<file path="src/rtl/coordic_vector_prep.sv">
// Input conditioning for a CORDIC vectoring core: folds (x, y) into the right
// half-plane, pre-scales it below 2^LIMIT_EXP, then issues it with a start pulse.
module coordic_vector_prep #(
  parameter int n         = 16,
  parameter int LIMIT_EXP = n - 3
) (
  input  logic                clk,
  input  logic                rst_n,
  input  logic                in_valid,
  output logic                in_ready,
  input  logic signed [n-1:0] x_in,
  input  logic signed [n-1:0] y_in,
  output logic                st,
  output logic signed [n-1:0] x_out,
  output logic signed [n-1:0] y_out,
  output logic [1:0]          quad,
  output logic [1:0]          shift,
  input  logic                core_done,
  output logic                busy
);

  typedef enum logic [2:0] {
    S_IDLE,
    S_FOLD,
    S_SCALE,
    S_ISSUE,
    S_WAIT
  } state_t;

  localparam logic signed [n:0] LIM_POS = (n+1)'(2 ** LIMIT_EXP);
  localparam logic signed [n:0] LIM_NEG = -LIM_POS;

  state_t               state_q;
  // One guard bit so that -2^(n-1) folds to +2^(n-1) without wrapping.
  logic signed [n:0]    x_q, y_q;
  logic [1:0]           cnt_q;
  logic [1:0]           fold_quad_q;
  logic                 st_q;
  logic signed [n-1:0]  x_out_q, y_out_q;
  logic [1:0]           quad_q, shift_q;
  logic                 over_lim_d;

  assign over_lim_d = (x_q >= LIM_POS) || (x_q <= LIM_NEG) ||
                      (y_q >= LIM_POS) || (y_q <= LIM_NEG);

  // NOTE: every register here, outputs included, is updated with non-blocking
  // assignments so all state advances together from the same pre-edge values.
  always_ff @(posedge clk or negedge rst_n) begin
    if (!rst_n) begin
      state_q     <= S_IDLE;
      x_q         <= '0;
      y_q         <= '0;
      cnt_q       <= '0;
      fold_quad_q <= '0;
      st_q        <= 1'b0;
      x_out_q     <= '0;
      y_out_q     <= '0;
      quad_q      <= '0;
      shift_q     <= '0;
    end else begin
      case (state_q)
        S_IDLE: begin
          if (in_valid) begin
            x_q     <= {x_in[n-1], x_in};
            y_q     <= {y_in[n-1], y_in};
            cnt_q   <= '0;
            state_q <= S_FOLD;
          end
        end

        S_FOLD: begin
          if (x_q[n]) begin
            x_q         <= -x_q;
            y_q         <= -y_q;
            fold_quad_q <= y_q[n] ? 2'b10 : 2'b01;
          end else begin
            fold_quad_q <= 2'b00;
          end
          state_q <= S_SCALE;
        end

        S_SCALE: begin
          // The count cap only matters for a LIMIT_EXP below n-3.
          if (over_lim_d && cnt_q != 2'd3) begin
            x_q   <= x_q >>> 1;
            y_q   <= y_q >>> 1;
            cnt_q <= cnt_q + 2'd1;
          end else begin
            st_q    <= 1'b1;
            x_out_q <= x_q[n-1:0];
            y_out_q <= y_q[n-1:0];
            quad_q  <= fold_quad_q;
            shift_q <= cnt_q;
            state_q <= S_ISSUE;
          end
        end

        S_ISSUE: begin
          st_q    <= 1'b0;
          state_q <= S_WAIT;
        end

        S_WAIT: begin
          if (core_done) state_q <= S_IDLE;
        end

        default: state_q <= S_IDLE;
      endcase
    end
  end

  assign in_ready = (state_q == S_IDLE);
  assign busy     = (state_q != S_IDLE);
  assign st       = st_q;
  assign x_out    = x_out_q;
  assign y_out    = y_out_q;
  assign quad     = quad_q;
  assign shift    = shift_q;

endmodule

</file>
<file path="config.mk">
export PLATFORM = sky130hd
export DESIGN_NAME = coordic_vector_prep
export DESIGN_NICKNAME = d
export VERILOG_FILES = /design/src/rtl/coordic_vector_prep.sv
export SDC_FILE = /design/constraint.sdc
export NUM_CORES = 1
export LEC_CHECK = 0
export BUFFER_PORTS_ARGS = -buffer_cell sky130_fd_sc_hd__buf_2
export CAP_MARGIN = 40
export CORE_MARGIN = 5
export CORE_UTILIZATION = 56
export DETAILED_ROUTE_END_ITERATION = 16
export PLACE_DENSITY = 0.8
export SLEW_MARGIN = 20
export SYNTH_ARGS = -nofsm -noshare
export SYNTH_HDL_FRONTEND = slang
export SYNTH_SLANG_ARGS = --single-unit
export TNS_END_PERCENT = 50
</file>
<file path="constraint.sdc">
create_clock -name clk -period 5.25 [get_ports clk]
set_clock_uncertainty 0.1 [all_clocks]
set_input_delay 0.7875 -clock clk [delete_from_list [all_inputs] [get_ports clk]]
set_output_delay 0.7875 -clock clk [all_outputs]
set_load 0.05 [all_outputs]
</file>
==> flow_results.org, run 1 <==
** Timing
- Remaining max-slew budget at the tightest pin :: 46.9%
- Hold violation count in the final report :: 0
- Hold timing on the final database bottoms out at a slack of 234 ps.
- Setup violations remaining at the end of the flow were counted as 0.
- Setup repair after global routing left no endpoint under its margin.
- The worst path meets setup with 2100 ps of slack.
- Final Critical Period :: 3150 ps
- Fin crit share :: 60.0%
- Summed over all failing endpoints, the final setup total negative slack is 0 ps.
- The max-slew violation total from the final report came to 0.
- For the pin with the worst max-slew slack, the measured transition is 796 ps.
- F_max :: 0.317 GHz

** Clock tree
- Clock latency on the worst-skew pair, taken at its later pin, is 360 ps.
- TritonCTS built the clock tree.
- Post-CTS setup buffers :: 0
- Clock-pin slew was measured on the worst setup and hold paths at 80 ps.
- PostCTS Resize Cnt :: 0
- Maximum count of clock buffers along a single path :: 2
- The tree is rooted in a sky130_fd_sc_hd__clkbuf_8.
- H-tree level count :: 3
- For this design, the CTS-stage hold fixing added 0 buffers.
- CTS sink cnt :: 78
- Total CTS buffers :: 9

** Synthesis
- Number of synthesized register bits :: 78
- Post-Synthesis Cell Area :: 4350 sq um
- For this run, the leading register cell type out of synthesis is sky130_fd_sc_hd__dfrtp_1.
- Synth Warn # :: 0
- For this run, the register share of the synthesized area comes to 44.9%.
- Mapped Cells :: 433
- A synthesized cell averages 10.0 sq um.
- EDFF count, synth :: 0
- Counting flops with an async set or reset pin after synthesis yields a share of 100%.
- Net Count, Synth :: 472
- The synthesized netlist contains 57 unique library cells.

** Drt
- Count of TritonRoute iterations in the first routing pass :: 5
- Routed via count divided by cell count :: 6.44
- In the routed design, unresolved DRC markers number 0.
- After detailed routing, the average wire length per cell comes to 18.0 um.
- For this block, the routed nets add up to 10.6 mm of wire.
- The first routing iteration left 272 violations.
- Routed via count :: 3797
- Once detail routing completed, the nets flagged for antenna violations numbered 0.

** Power and ir drop
- Peak supply drop :: 0.000366 V
- In this run, flip-flops and latches consume 32.8% of the power.
- Overall Power :: 3690 uW
- Switching Power :: 1880 uW
- Ratio of total power to cell area :: 744 nW/um^2
- For this design the static power due to leakage is 0.00229 uW.
- Int Power :: 1810 uW
- Share of power burned in the clock network :: 12.8%
- Sw frac :: 50.9%
- Combinational logic burns 54.4% of the power.

** Finish
- After the last flow step, the layout net total stands at 522.
- The library cell used most frequently in the layout, excluding fill and tap cells, is sky130_fd_sc_hd__dfrtp_1.
- 0 antenna diodes ended up in the layout.
- The post-route netlist has 23.2% of its cells at a drive strength greater than 1.
- Relative to the synthesized area, the layout overhead comes to 13.9%.
- The top cell types in the final layout, fill and taps aside, are sky130_fd_sc_hd__dfrtp_1 (78), sky130_fd_sc_hd__buf_2 (73), sky130_fd_sc_hd__mux2_1 (31), sky130_fd_sc_hd__o21ai_1 (26).
- Final-layout fill cell count :: 646

** GRT
- Remaining Overflow, GRT :: 0
- Vias in the first global route :: 3793
- Largest net degree at the start of global routing :: 54
- The first global-routing pass estimated 18.2 mm of wire.
- Initial antenna violation count :: 0
- Total GRT Usage :: 22.8%

** Worst setup path
- RR Startpoint :: state_q[0]
- Worst path top cell family by delay :: flip-flops
- CP startpoint :: state_q[0]
- R2R Setup Slk :: 2100 ps
- Master of the slowest instance on the critical path :: sky130_fd_sc_hd__dfrtp_1
- The number of cells on the worst reg-to-reg path is 6.
- Maximum net fanout on the critical path :: 28
- Counting both buffers and inverters, the worst setup path holds a total of 1.
- The worst setup path is captured at a flip-flop.
- Cells along the critical path :: mux2i_1 -> o22a_1 -> or2_2 -> or2_1 -> buf_4 -> mux2_1
- In this design, the stage delay of the slowest critical-path cell is 870 ps.
- Data on the critical path arrives at its endpoint at 3300 ps.
- At the worst endpoint, the required time is 5400 ps.
- Reg-to-reg endpoint :: y_q[0]
- STA classifies the critical path startpoint as a flip-flop.
- Critical path class :: flip-flop to flip-flop

** Die
- IO Pins :: 75
- Die Footprint :: 9630 sq um
- In this run the standard cell core region covers 7650 sq um.
- Die Ht :: 98.1 um
- Die boundary width :: 98.1 um
- Count of standard-cell rows :: 32
- For this configuration, the core starts out at a cell density of 56.9%.

** Place
- Post-detailed-placement half-perimeter wirelength :: 7.18 mm
- At the end of routability-driven placement, the weighted congestion stood at 0.890.
- Before CTS, the worst setup slack after placement is 2150 ps.
- Input and output buffers added on the ports amount to 74.

** Min path
- Hold/Removal Path Class :: input port to async pin

** Job
- The tool flagged a number of max-cap violations equal to 0.

** Status
- The flow ran to the end, and the final reports show no timing, DRC or antenna violations.
[final cells by class]
type	instances	area [sq um]	share of cell area, %
repair buffers	81	465	9.39
clock inverters	5	57.6	1.16
inverters	12	45.0	0.909
flip-flops and latches	78	1950	39.4
multi-input cells	301	2160	43.5
clock buffers	11	151	3.05
well taps	102	128	2.58
[sequential cells by signal (all words and copies together), names as in the netlist]
| signal | flops |
|---|---|
| cnt_q | 2 |
| fold_quad_q | 2 |
| quad | 2 |
| shift | 2 |
| st | 1 |
| state_q | 3 |
| x_out | 16 |
| x_q | 17 |
| y_out | 16 |
| y_q | 17 |
[worst max path at each step]
stage                    end  slack (ps)  cells past startpoint
floorplan           in_ready        2660                      4
global placement    y_out[5]        2190                      8
detailed placement    y_q[0]        2150                      6
CTS                 y_out[6]        2110                      8
global route          y_q[0]        1860                      6
finish                y_q[0]        2100                      6
[cells by family after synthesis]
group | share of synthesized area [%]
buf+inv | 5.78
xor+xnor | 0.403
mux | 10.5
flops | 44.9
compound gates | 21.3
simple gates | 16.3
fa+ha+maj | 0.863
[through the flow]
step | util, % | instances | instance area, sq um
after floorplan | - | 433 | 4350
after global placement | 61.4 | 572 | 4690
after detailed placement | 62.1 | 574 | 4750
after CTS | 64.8 | 590 | 4960
after global routing | 64.8 | 590 | 4960
final | 64.8 | 590 | 4960
[synthesized netlist by cell type, types with 5 or more instances]
master	count	share of area, %
sky130_fd_sc_hd__o21ai_0	7	0.81
sky130_fd_sc_hd__and2_1	6	0.86
sky130_fd_sc_hd__nor2_1	24	2.1
sky130_fd_sc_hd__inv_1	12	1.0
sky130_fd_sc_hd__a221oi_1	19	3.8
sky130_fd_sc_hd__or3_1	8	1.2
sky130_fd_sc_hd__nor3_1	25	2.9
sky130_fd_sc_hd__o22ai_1	5	0.72
sky130_fd_sc_hd__nor4_1	10	1.4
sky130_fd_sc_hd__o31ai_1	25	4.3
sky130_fd_sc_hd__dfrtp_1	78	45
sky130_fd_sc_hd__mux2_1	31	8.0
sky130_fd_sc_hd__buf_6	5	1.3
sky130_fd_sc_hd__and3_1	7	1.0
sky130_fd_sc_hd__a21oi_1	9	1.0
sky130_fd_sc_hd__buf_2	6	0.69
sky130_fd_sc_hd__o21ai_1	26	3.0
sky130_fd_sc_hd__a222oi_1	7	1.6
sky130_fd_sc_hd__mux2_2	7	1.8
sky130_fd_sc_hd__nand2_1	18	1.6
sky130_fd_sc_hd__a211oi_1	7	1.2
sky130_fd_sc_hd__clkbuf_1	29	2.5
[power by group through the flow]
stage	combinational [uW]	clock (uW)	sequential (uW)
floorplan	1250	0	1480
global placement	1890	0	1200
detailed placement	1990	0	1210
CTS	2010	477	1200
global route	2180	505	1260
finish	2010	473	1210
[routing by layer]
| layer | vias to the layer above | track usage [%] | wire length (um) |
|---|---|---|---|
| met3 | 26 | 5.29 | 797 |
| li1 | 1746 | - | - |
| met1 | 1857 | 29.8 | 4380 |
| met4 | 0 | 8.93 | 234 |
| met2 | 168 | 37.0 | 5180 |
| met5 | - | 0 | 0 |
[worst register-to-register path: cells and delay by family (launching register included)]
family                 cells  cell delay, ps
buffers and inverters      1             360
muxes                      2             670
AOI/OAI and AO/OA          1             190
DFF                        1             870
and+or+nand+nor            2             850
(Power assumes the default switching activity.)
==> run 2: changes to the inputs <==
CORE_UTILIZATION = 51   (was 56)
PLACE_DENSITY = 0.76   (was 0.8)
clock period = 2.64 ns   (was 5.25 ns; I/O delays follow)
==> run 2 against run 1 <==
Net effect:
- hold slack got worse by 15 ps
- non-clock buffer count increased by 26
- count of clock-buffer cells in the layout increased by 1
- maximum frequency increased by 24%
- global-route usage increased by 0.13 points
- power increased by 110%
- final cell count increased by 4.9%
- wire length increased by 9.3%
- flip-flop and latch count unchanged
- combinational power increased by 120%
- critical path depth unchanged
- register-to-register slack got worse by 2000 ps
- critical path type unchanged
- largest power group unchanged
==> flow_results.org, run 2 (synthesized netlist as in run 1, its figures left out) <==
** Finish
- Top library cells by usage in the layout, fill and taps aside :: sky130_fd_sc_hd__dfrtp_1 (78), sky130_fd_sc_hd__buf_2 (73), sky130_fd_sc_hd__mux2_1 (31), sky130_fd_sc_hd__buf_4 (30), sky130_fd_sc_hd__o21ai_1 (26)
- In the final layout, the share of cells above drive strength 1 is 26.5%.
- After the last flow step, the layout net total stands at 548.
- Registers with the most flip-flops :: x_q (17), y_q (17)
- Post-layout util :: 62.6%
- The area growth from synthesis to layout is 18.8%.
- Most common cell after layout, fill and taps aside :: sky130_fd_sc_hd__dfrtp_1
- The finished layout holds 619 standard cells, fillers aside.
- # diodes :: 0

** Clock tree
- CTS sink cnt :: 78
- In this run the deepest clock path goes through 2 buffers.
- TritonCTS built the clock tree.
- H-tree level count :: 3
- Clock latency at the later pin of the worst-skew pair :: 360 ps
- The number of setup buffers added after CTS is 0.
- Total CTS buffers :: 9
- Root Buffer Master :: sky130_fd_sc_hd__clkbuf_8
- PostCTS Resize Cnt :: 0
- Clock-pin transition on the worst setup and hold timing paths :: 80 ps

** Timing
- Setup repair after global routing left no endpoint under its margin.
- Final count of negative-setup-slack endpoints :: 0
- Hold violation count in the final report :: 0
- Remaining max-slew budget at the tightest pin :: 53.2%
- Final Critical Period :: 2550 ps
- Fin crit share :: 96.4%
- Transition time at the pin with the least slew margin :: 700 ps
- F_max :: 0.393 GHz
- Adding up every negative setup slack in the final design gives 0 ps.
- The max-slew violation total from the final report is 0.

** Worst setup path
- Setup slack on the worst reg-to-reg path comes out at 90 ps.
- The critical path goes through or4_4 -> nor4_4 -> a211oi_2 -> o21ai_4 -> clkbuf_16 -> mux2_1.
- Stage delay of the slowest cell on the critical path :: 630 ps
- Maximum net fanout on the critical path :: 16
- WP data arrival :: 2680 ps
- STA classifies the critical path endpoint as a flip-flop.
- The largest individual stage delay along the critical path comes from the cell sky130_fd_sc_hd__or4_4.
- Counting both buffers and inverters, the worst setup path holds a total of 1.
- Worst path top cell family by delay :: simple AND/OR/NAND/NOR gates
- STA classifies the critical path startpoint as a flip-flop.
- For the worst setup path, the data required time is 2780 ps.
- Critical path class :: flip-flop to flip-flop

** Place
- Final estimated routing congestion in global placement :: 0.818
- After legalization and detailed placement, the total HPWL measured 7.70 mm.
- Counting tap cells, the placed design contains a total of 601 instances.
- Total of buffers placed on input and output ports :: 74

** GRT
- Entering global routing, the biggest net connects 42 pins.
- Initial antenna violation count :: 0
- The number of global-route vias before repair came to 3864.
- After global routing the overflow that remains totals 0.
- Wire length of the first global-routing pass :: 19.0 mm
- In the global route stage, overall resource usage came out at 22.9%.

** Drt
- Routed via count divided by cell count :: 6.33
- The final layout contains routed wiring with a total length of 11.6 mm.
- Routed via count :: 3917
- Number of remaining DRC errors :: 0
- In the final routed layout, each cell accounts on average for 18.7 um.
- Detailed router's first-iteration violation count :: 351
- Count of antenna-violating nets left after detailed routing :: 0
- Count of TritonRoute iterations in the first routing pass :: 5

** Status
- Outcome :: finished clean

** Min path
- Hold/Removal Path Class :: input port to flip-flop

** Die
- IO Pins :: 75
- The total area inside the core boundary comes to 8260 sq um.
- Once the floorplan was initialized, standard cells occupied 52.7% of the core.
- The floorplan step set the die height to 102 um.
- Row generation in the floorplan step produced 33 rows.
- Die Footprint :: 10500 sq um
- Die boundary width :: 102 um

** Power and ir drop
- Dividing total power by cell area gives a power density of 1480 nW/um^2.
- Summed over all cells, the static leakage comes to 0.00243 uW.
- Across the VDD grid, the largest voltage drop is 0.000860 V.

** Job
- The tool flagged a number of max-cap violations equal to 0.
## run 2: changes by cell type in the layout (fill, tap and decap cells not counted), sizes merged
cell,previous run,this run
buf,81,105
bufinv,1,2
clkbuf,11,13
clkinv,1,2
clkinvlp,3,0
dlygate4sd3,0,1
## run 2: what timing repair did
item | CTS | global route
hold endpoints to repair | 39 | 0
endpoints found under the setup margin | 0 | 33
hold buffers | 1 | 0
## run 2: power breakdown
group	internal, uW	leakage (uW)	switching, uW	total, uW
registers	1740	0.000995	509	2250
logic	1530	0.00133	2840	4370
clock network	556	0.000110	444	1000
total	3830	0.00243	3790	7620
## run 2: cell type report
type	count	area, sq um
clock buffer	12	145
fill	700	3090
inverter	12	45.0
timing repair buffer	107	666
multi-input combinational	301	2160
sequential	78	1950
clock inverter	4	70.1
tap	105	131
## run 2: metrics by stage
step                cell area [sq um]  total power, uW  hold slack (ps)  setup slack, ps
global placement                 4920             6470              319              128
global route                     5170             8140              213             11.3
CTS                              5140             7600              218             50.1
finish                           5170             7620              219             95.0
floorplan                        4350             5430            0.409             87.4
detailed placement               4920             6590              325             63.2
## run 2: path summary, 6_finish.rpt
| kind | startpoint | end | cells after the start |
|---|---|---|---|
| setup / recovery | y_q[6] | quad[0] | 6 |
| hold / removal | y_in[7] | y_q[7] | 3 |
| setup reg to reg | y_q[6] | quad[0] | 6 |
| hold reg to reg | fold_quad_q[1] | fold_quad_q[1] | 2 |
| max in group asynchronous | rst_n | y_out[13] | 3 |
| min in group asynchronous | rst_n | x_out[12] | 2 |
## run 2: layer usage
layer  vias up  part of all wire, %  routed length (um)  GRT usage [%]
met4         0                  1.8                 203           7.57
met3        29                  7.5                 869           4.30
met1      1894                   43                4970           31.2
met2       195                   48                5530           37.1
met5         -                    0                   0              0
li1       1799                    -                   -              -
## run 2: worst min-delay path, stage by stage
cell	delay (ps)
sky130_fd_sc_hd__buf_2	80
sky130_fd_sc_hd__a221oi_1	60
sky130_fd_sc_hd__o21ai_1	110
